==> src/rtl/arb4_sched_pkg.sv <==
// Shared definitions for the four-way round-robin scheduler: FSM state
// encodings, the owner value loaded at reset, and the rotating search.
package arb4_sched_pkg;

    typedef enum logic [1:0] {
        ARB_IDLE = 2'b00,
        ARB_BUSY = 2'b01,
        ARB_GAP  = 2'b10
    } arb_state_e;

    // Owner after reset is 3 so that the first search starts at requester 0.
    localparam logic [1:0] ARB_OWNER_RST = 2'b11;

    // Round-robin search: scan req starting at last+1 (mod 4), wrapping upward.
    // Returns {found, index}. The loop runs from the farthest candidate to the
    // nearest so the nearest set bit overwrites the others and wins.
    function automatic logic [2:0] rr_pick(input logic [3:0] req, input logic [1:0] last);
        logic [2:0] res;
        logic [1:0] cand;
        res = {1'b0, last};
        for (int k = 4; k >= 1; k--) begin
            cand = last + k[1:0];
            if (req[cand]) begin
                res = {1'b1, cand};
            end
        end
        return res;
    endfunction

endpackage

==> src/rtl/grant_decode.sv <==
// 2-to-4 one-hot decoder with enable; drives the per-requester grant lines
// from the registered owner index.
module grant_decode (
    input  logic [1:0] idx,
    input  logic       en,
    output logic [3:0] grant
);

    // One-hot decode of idx, all zeros while disabled.
    always_comb begin
        grant = 4'b0000;
        if (en) begin
            grant[idx] = 1'b1;
        end
    end

endmodule

==> src/rtl/arb4_sched.sv <==
// Four-way round-robin scheduler for one shared downstream resource.
// Enforces a one-cycle dead gap between owners and an optional maximum hold
// time so that a busy requester cannot starve the others.
//
// Handshake: req[i] is a level request held by requester i for as long as it
// wants the resource. grant[i]=1 means requester i owns the resource in that
// cycle. The owner releases by dropping req[i]; the grant then falls on the
// following edge. A request is never acknowledged by anything other than its
// grant bit, and a requester must not assume ownership until grant[i] is seen.
module arb4_sched
    import arb4_sched_pkg::*;
#(
    parameter int MAX_HOLD = 16,
    parameter int HOLD_W   = 5
) (
    input  logic       clk,
    input  logic       rst_n,
    input  logic [3:0] req,
    output logic [3:0] grant,
    output logic [1:0] grant_idx,
    output logic       grant_valid,
    output logic [1:0] fsm_state
);

    // MAX_HOLD of 0 disables forced rotation; the counter then just parks at
    // all ones and is never consulted.
    localparam bit               HOLD_EN   = (MAX_HOLD != 0);
    localparam logic [HOLD_W-1:0] HOLD_SAT  = HOLD_EN ? HOLD_W'(MAX_HOLD) : {HOLD_W{1'b1}};
    localparam logic [HOLD_W-1:0] HOLD_LAST = HOLD_W'(MAX_HOLD - 1);

    arb_state_e        state;
    arb_state_e        state_nxt;
    logic [1:0]        owner;
    logic [1:0]        owner_nxt;
    logic [HOLD_W-1:0] hold_cnt;
    logic [HOLD_W-1:0] hold_nxt;
    logic [2:0]        pick;
    logic              others_waiting;
    logic              force_rot;
    logic              grant_en;

    // Candidate winner of the rotating search and rotation conditions.
    always_comb begin
        pick           = rr_pick(req, owner);
        others_waiting = |(req & ~(4'b0001 << owner));
        force_rot      = HOLD_EN && (hold_cnt >= HOLD_LAST) && others_waiting;
    end

    // State, owner and hold counter registers.
    always_ff @(posedge clk or negedge rst_n) begin
        if (!rst_n) begin
            state    <= ARB_IDLE;
            owner    <= ARB_OWNER_RST;
            hold_cnt <= '0;
        end else begin
            state    <= state_nxt;
            owner    <= owner_nxt;
            hold_cnt <= hold_nxt;
        end
    end

    // Next-state logic: GAP arbitrates exactly like IDLE, so a requester that
    // just released only wins again when the search finds nobody else first.
    always_comb begin
        state_nxt = state;
        owner_nxt = owner;
        hold_nxt  = hold_cnt;
        case (state)
            ARB_IDLE, ARB_GAP: begin
                if (pick[2]) begin
                    state_nxt = ARB_BUSY;
                    owner_nxt = pick[1:0];
                    hold_nxt  = '0;
                end else begin
                    state_nxt = ARB_IDLE;
                end
            end
            ARB_BUSY: begin
                if (hold_cnt != HOLD_SAT) begin
                    hold_nxt = hold_cnt + HOLD_W'(1);
                end
                // Release and hold expiry on the same edge collapse into one GAP.
                if (!req[owner] || force_rot) begin
                    state_nxt = ARB_GAP;
                end
            end
            default: begin
                state_nxt = ARB_IDLE;
            end
        endcase
    end

    // Output decode, derived from registers only.
    always_comb begin
        grant_en    = (state == ARB_BUSY);
        grant_valid = grant_en;
        grant_idx   = owner;
        fsm_state   = state;
    end

    grant_decode u_grant_decode (
        .idx   (owner),
        .en    (grant_en),
        .grant (grant)
    );

endmodule

==> config.mk <==
export PLATFORM = sky130hd
export DESIGN_NAME = arb4_sched
export DESIGN_NICKNAME = d
export VERILOG_FILES = /design/src/rtl/arb4_sched_pkg.sv /design/src/rtl/grant_decode.sv /design/src/rtl/arb4_sched.sv
export SDC_FILE = /design/constraint.sdc
export NUM_CORES = 1
export LEC_CHECK = 0
export ABC_AREA = 1
export CORE_AREA = 5 5 42 44
export DETAILED_ROUTE_END_ITERATION = 10
export DIE_AREA = 0 0 47 49
export DONT_BUFFER_PORTS = 1
export PLACE_DENSITY = 0.74
export SLEW_MARGIN = 20
export SYNTH_ARGS = -nofsm -noshare
export SYNTH_HDL_FRONTEND = slang
export SYNTH_SLANG_ARGS = --single-unit
==> constraint.sdc <==
create_clock -name clk -period 1.79 [get_ports clk]
set_clock_uncertainty 0.05 [all_clocks]
set_input_delay 0.2685 -clock clk [delete_from_list [all_inputs] [get_ports clk]]
set_output_delay 0.2685 -clock clk [all_outputs]
set_load 0.02 [all_outputs]
Word level (Yosys, flattened, before mapping)
Index checks and enable logic that the tools add are counted.
- bits of input ports: 6
- word-level logic and storage cells: 54
- bits in registers: 9
- order comparisons: 6
- bitwise logic cells: 2
- add/sub/neg operators: 4
- mux-type cells: 21
- shifts and indexed selects: 1
- reductions and logical operators: 11
- equal/unequal tests: 6
- operators by type and width (kind ; count):
    2-bit by 3-bit less-than comparator with 1-bit output (second input constant) ; 4
    3-bit 2-to-1 mux ; 4
    5-bit 2-to-1 mux ; 2
    5-bit one-hot mux with 2 select lines ; 1
    1-bit binary-select mux with 2-bit select ; 4
    1-bit 2-to-1 mux ; 6
    3-bit AND reduction ; 2
    5-bit by 1-bit adder with 5-bit output (second input constant) ; 1
    5-bit by 4-bit greater-or-equal comparator with 1-bit output (second input constant) ; 1
    5-bit != test (second input constant) ; 1
    2-bit adder (second input constant) ; 2
    4-bit bitwise AND ; 1
    4-bit 2-to-1 mux ; 1
    2-bit by 1-bit != test with 1-bit output (second input constant) ; 2
    4-bit inverter ; 1
    2-bit one-hot mux with 2 select lines ; 1
    4-bit OR reduction ; 1
    1-bit by 2-bit left shift with 4-bit output (first input constant) ; 1
    3-bit nonzero test ; 1
    2-bit by 1-bit adder with 2-bit output (second input constant) ; 1
    1-bit demux with 2-bit select ; 1
    2-bit by 1-bit equality test with 1-bit output (second input constant) ; 1
    2-bit equality test (second input constant) ; 1
    2-bit by 1-bit greater-or-equal comparator with 1-bit output (second input constant) ; 1
    8 further kinds ; 9

Logic depth before layout (Yosys ltp)
- word-level depth: 8
- mapped depth: 9

Hierarchy
A second synthesis with hierarchy kept.
- cells, all modules: 115
- area total of the unflattened synthesis: 793.3 sq um
- modules (own cells, without submodules) (module ; times used ; area an instance (sq um) ; seq. area each (sq um) ; cells an instance):
    arb4_sched ; 1 ; 763.2 ; 227.7 ; 107
    grant_decode ; 1 ; 30.0 ; 0.0 ; 8

Worst setup path before layout
OpenSTA, ideal clock, no wires.
- kind: reg2reg
- from: register hold_cnt[0]
- to: register state[1] (netlist: fsm_state[1])
- stages on the path, launching flop included: 8
- required time: 1612 ps
- setup slack: 244 ps
- setup time: 128 ps
- buffers on the path: 0
- arrival time: 1367 ps
- period minus slack after synthesis: 1546 ps
- path through: dfrtp_1 -> ha_1 -> nand2_1 -> nor2_1 -> ha_1 -> or2_2 -> o22ai_1 -> a21oi_1
- longest elaborated chain between the ends: 4
- RTL lines (what ; RTL line ; text):
    start: declaration ; arb4_sched.sv:35 ; logic [HOLD_W-1:0] hold_cnt;
    start signal: assignment ; arb4_sched.sv:58 ; hold_cnt <= hold_nxt;
    5-bit by 4-bit greater-or-equal comparator with 1-bit output ; arb4_sched.sv:46 ; force_rot = HOLD_EN && (hold_cnt >= HOLD_LAST) && others_waiting;
    1-bit logical AND ; arb4_sched.sv:46 ;
    1-bit logical OR ; arb4_sched.sv:83 ; if (!req[owner] || force_rot) begin
    2-bit by 1-bit != test with 1-bit output (no source line) ; - ;
    end signal: assignment ; arb4_sched.sv:56 ; state <= state_nxt;
    end: declaration ; arb4_sched.sv:31 ; arb_state_e state;
Every way passes these cells.
A chain may end at the register's enable or synchronous reset.

Final worst setup path
- from: register owner[0] (netlist: grant_idx[0])
- to: output grant[2]
- longest elaborated chain between the ends: 5
- elaborated cells on any way between the ends: 6
- classes of those cells: 2 x order compare; 3 x mux; 1 x reduce/logical
- RTL lines (what ; RTL line ; text):
    start: declaration ; arb4_sched.sv:33 ; logic [1:0] owner;
    start signal: assignment ; arb4_sched.sv:57 ; owner <= owner_nxt;
    2-bit by 3-bit less-than comparator with 1-bit output (implied by the code) or 2-bit by 1-bit greater-or-equal comparator with 1-bit output (tied branches) ; grant_decode.sv:13 ; grant[idx] = 1'b1;
    1-bit logical AND (implied by the code) ; grant_decode.sv:13 ;
    1-bit 2-to-1 mux (implied by the code) ; grant_decode.sv:13 ;
    1-bit demux with 2-bit select (*) ; - ;
    4-bit 2-to-1 mux (*) ; grant_decode.sv:12 ; if (en) begin
    end: declaration ; arb4_sched.sv:19 ; output logic [3:0] grant,
Mark *: on every way between the ends. The rest lies on a longest branch, timed or not.

==> flow_summary.toml <==
[placement]
place_inst = 131
gp_congestion = 0.865
hpwlAfterDp_microns = 1290
numPortBuffers = 0

[hold_path]
worstHoldPathType = "input port to flip-flop"
hold_depth = 4
hp-start = "req[3]"
min_to = "grant_idx[1]"

[clock_network]
cts_tree = "built"
cts_buffers = 3
path_clk_slew_ns = 0.06
clockBufferDepth = 2
cts.sinks = 9
cts_max_level = 1
cts_root_buffer = "clkbuf_4"
clkLatencyLatePin_ns = 0.26

[synthesis]
async_reset_ff_frac = 1.00
syn_area_per_cell_sq_um = 7.15
synth_cell_types = 20
yosys.area.top_type = "dfrtp_1"
synthTopCellsByArea = "dfrtp_1, nand2_1, ha_1"
ys_seq_elements = 9
netlist_area_sq_um = 772
synth_edf_count = 0
yosys_warnings = 0
syn_nets = 121
synthCells = 108
ys_seq_area_frac = 0.295
synthFlopType = "dfrtp_1"
synth.top_cell.area_share = 0.227

[pwr]
peakVddDrop_mv = 0.842
switching_share = 0.530
pwr-share-clk = 0.095
p_seq_frac = 0.245
power_mw = 1.66
leakage_nw = 0.486
net-switching-power_uw = 878
comb_power_share = 0.659
cell_internal_pwr_uw = 779
p_per_area_mw_per_mm2 = 1860

[detailed_routing]
drtAntennaViolNets = 0
wirelength_microns = 1620
drc = 0
num_vias = 712
wl_per_cell_microns = 11.8
vias_per_cell = 5.20
drt-initial-drc-count = 5
first_pass_iters = 4

[global_routing]
antenna_found_initial = 0
grt_pass1_vias = 690
grt_pass1_wl_microns = 2770
grt_max_degree = 10
globalRouteTotalUtil = 0.164
overflow = 0

[finish]
final_common_cell = "nand2_1"
nets = 135
mostFrequentLayoutCells = "nand2_1, inv_1, nor2_1"
nFillCells = 129
syn2layout_area_growth_pct = 15.6
final_cell_count_no_fill = 137
antennaDiodeCount = 0
final_layout_size_suffix_gt1_frac = 0.240
fin_util = 0.637

[setup_path]
path_max_fanout = 7
critPathLaunchType = "flip-flop"
cp_cell_sequence = "inv_2 -> ha_1 -> inv_1 -> nor2_1 -> buf_4"
required_ns = 1.47
r2r_end = "fsm_state[1]"
cp-end-kind = "output pin"
critPathKind = "flip-flop to output pin"
cpPeakStageDelay_ns = 0.58
r2r-start = "hold_cnt[0]"
slowest_stage = "dfstp_2"
r2r_setup_slack_ns = 0.16
r2r_cells = 7
arrival_ns = 1.40

[sta]
slew-limit-headroom = 0.720
fin_hold_ws_ns = 0.266
fin_crit_sh = 0.962
hold_viol = 0
setup_viol = 0
worstMarginPinSlew_ns = 0.419
finalSetupTns_ns = 0
fmax_mhz = 581
period_needed_ns = 1.72
slew_violations = 0
rsz0062_at_grt = "false"

[die]
dieHeight_microns = 49
dieArea_sq_mm = 0.00230
io_pins = 15
rows = 14
dieWidth_microns = 47
core-area_sq_mm = 0.00140
initial_utilization = 0.551

[outcome]
status = "completed"

[job]
drv_cap = 0
area by class of cell:
cell class | instances | area, sq um | share of cell area
multi-input cells | 81 | 479 | 0.537
flip-flops and latches | 9 | 229 | 0.257
inverters | 18 | 67.6 | 0.0757
clock buffers | 4 | 26.3 | 0.0295
well taps | 16 | 20.0 | 0.0224
repair buffers | 9 | 70.1 | 0.0785
flip-flops by register name, summed over array words and instances (netlist names):
| name | cells |
|---|---|
| fsm_state | 2 |
| grant_idx | 2 |
| hold_cnt | 5 |
through the flow:
step                      instance area [sq um]  setup slack, ns
after global routing                        892          0.00966
after CTS                                   888           0.0148
final                                       892           0.0675
after detailed placement                    845            0.167
after floorplan                             772            0.244
after global placement                      845            0.210
power groups by stage:
stage | combinational, mW | sequential (mW) | clock [mW]
global route | 1.24 | 0.421 | 0.180
CTS | 1.10 | 0.405 | 0.163
finish | 1.09 | 0.406 | 0.158
floorplan | 0.754 | 0.450 | 0
global placement | 1.04 | 0.413 | 0
detailed placement | 1.06 | 0.420 | 0
Yosys cell counts (2+ instances only):
cell / instances
dfrtp_1: 7
nand2_1: 34
nor2_4: 2
o22ai_1: 3
nand3_1: 6
inv_1: 16
nor2_1: 9
or2_2: 2
nand3_2: 4
ha_1: 7
nand2_2: 2
inv_2: 2
nand4_1: 6
dfstp_2: 2
worst max-delay path by stage:
stage                   endpoint    startpoint  slack, ns  cells after the start
floorplan           fsm_state[1]   hold_cnt[0]       0.24                      7
global placement    fsm_state[1]   hold_cnt[0]       0.21                      7
detailed placement  fsm_state[1]   hold_cnt[0]       0.17                      7
CTS                     grant[3]  fsm_state[1]       0.01                      4
global route            grant[3]  fsm_state[0]       0.01                      5
finish                  grant[2]  grant_idx[0]       0.07                      5
cells by family (layout without fill, tap and decap cells):
kind of cell               Yosys count  in the layout  share of synthesized area
and+or+nand+nor                     69             69                      0.467
buffers and inverters               18             31                     0.0875
DFF                                  9              9                      0.295
adders and majority gates            7              7                      0.113
AOI/OAI and AO/OA                    5              5                     0.0373
worst max-delay path, delay by kind of cell, from the launching register on:
family                     cells  cell delay [ns]
adders and majority gates      1             0.22
and+or+nand+nor                1             0.04
DFF                            1             0.58
buffers and inverters          3             0.31
per-layer routing:
metal  global-route usage  wire, microns  up-vias
met5                    0              0        -
met2                0.271            832       15
li1                     -              -      376
met4               0.0829             20        0
met3               0.0554            111        2
met1                0.177            651      319
repair_timing:
| action | CTS | global route |
|---|---|---|
| hold buffers | 1 | 0 |
| endpoints found under the hold margin | 9 | 0 |
| pin swaps | 0 | 1 |
| setup endpoints to repair | 1 | 4 |
| gates resized for setup | 0 | 2 |
| buffers inserted | 1 | 0 |
(Power assumes the default switching activity.)
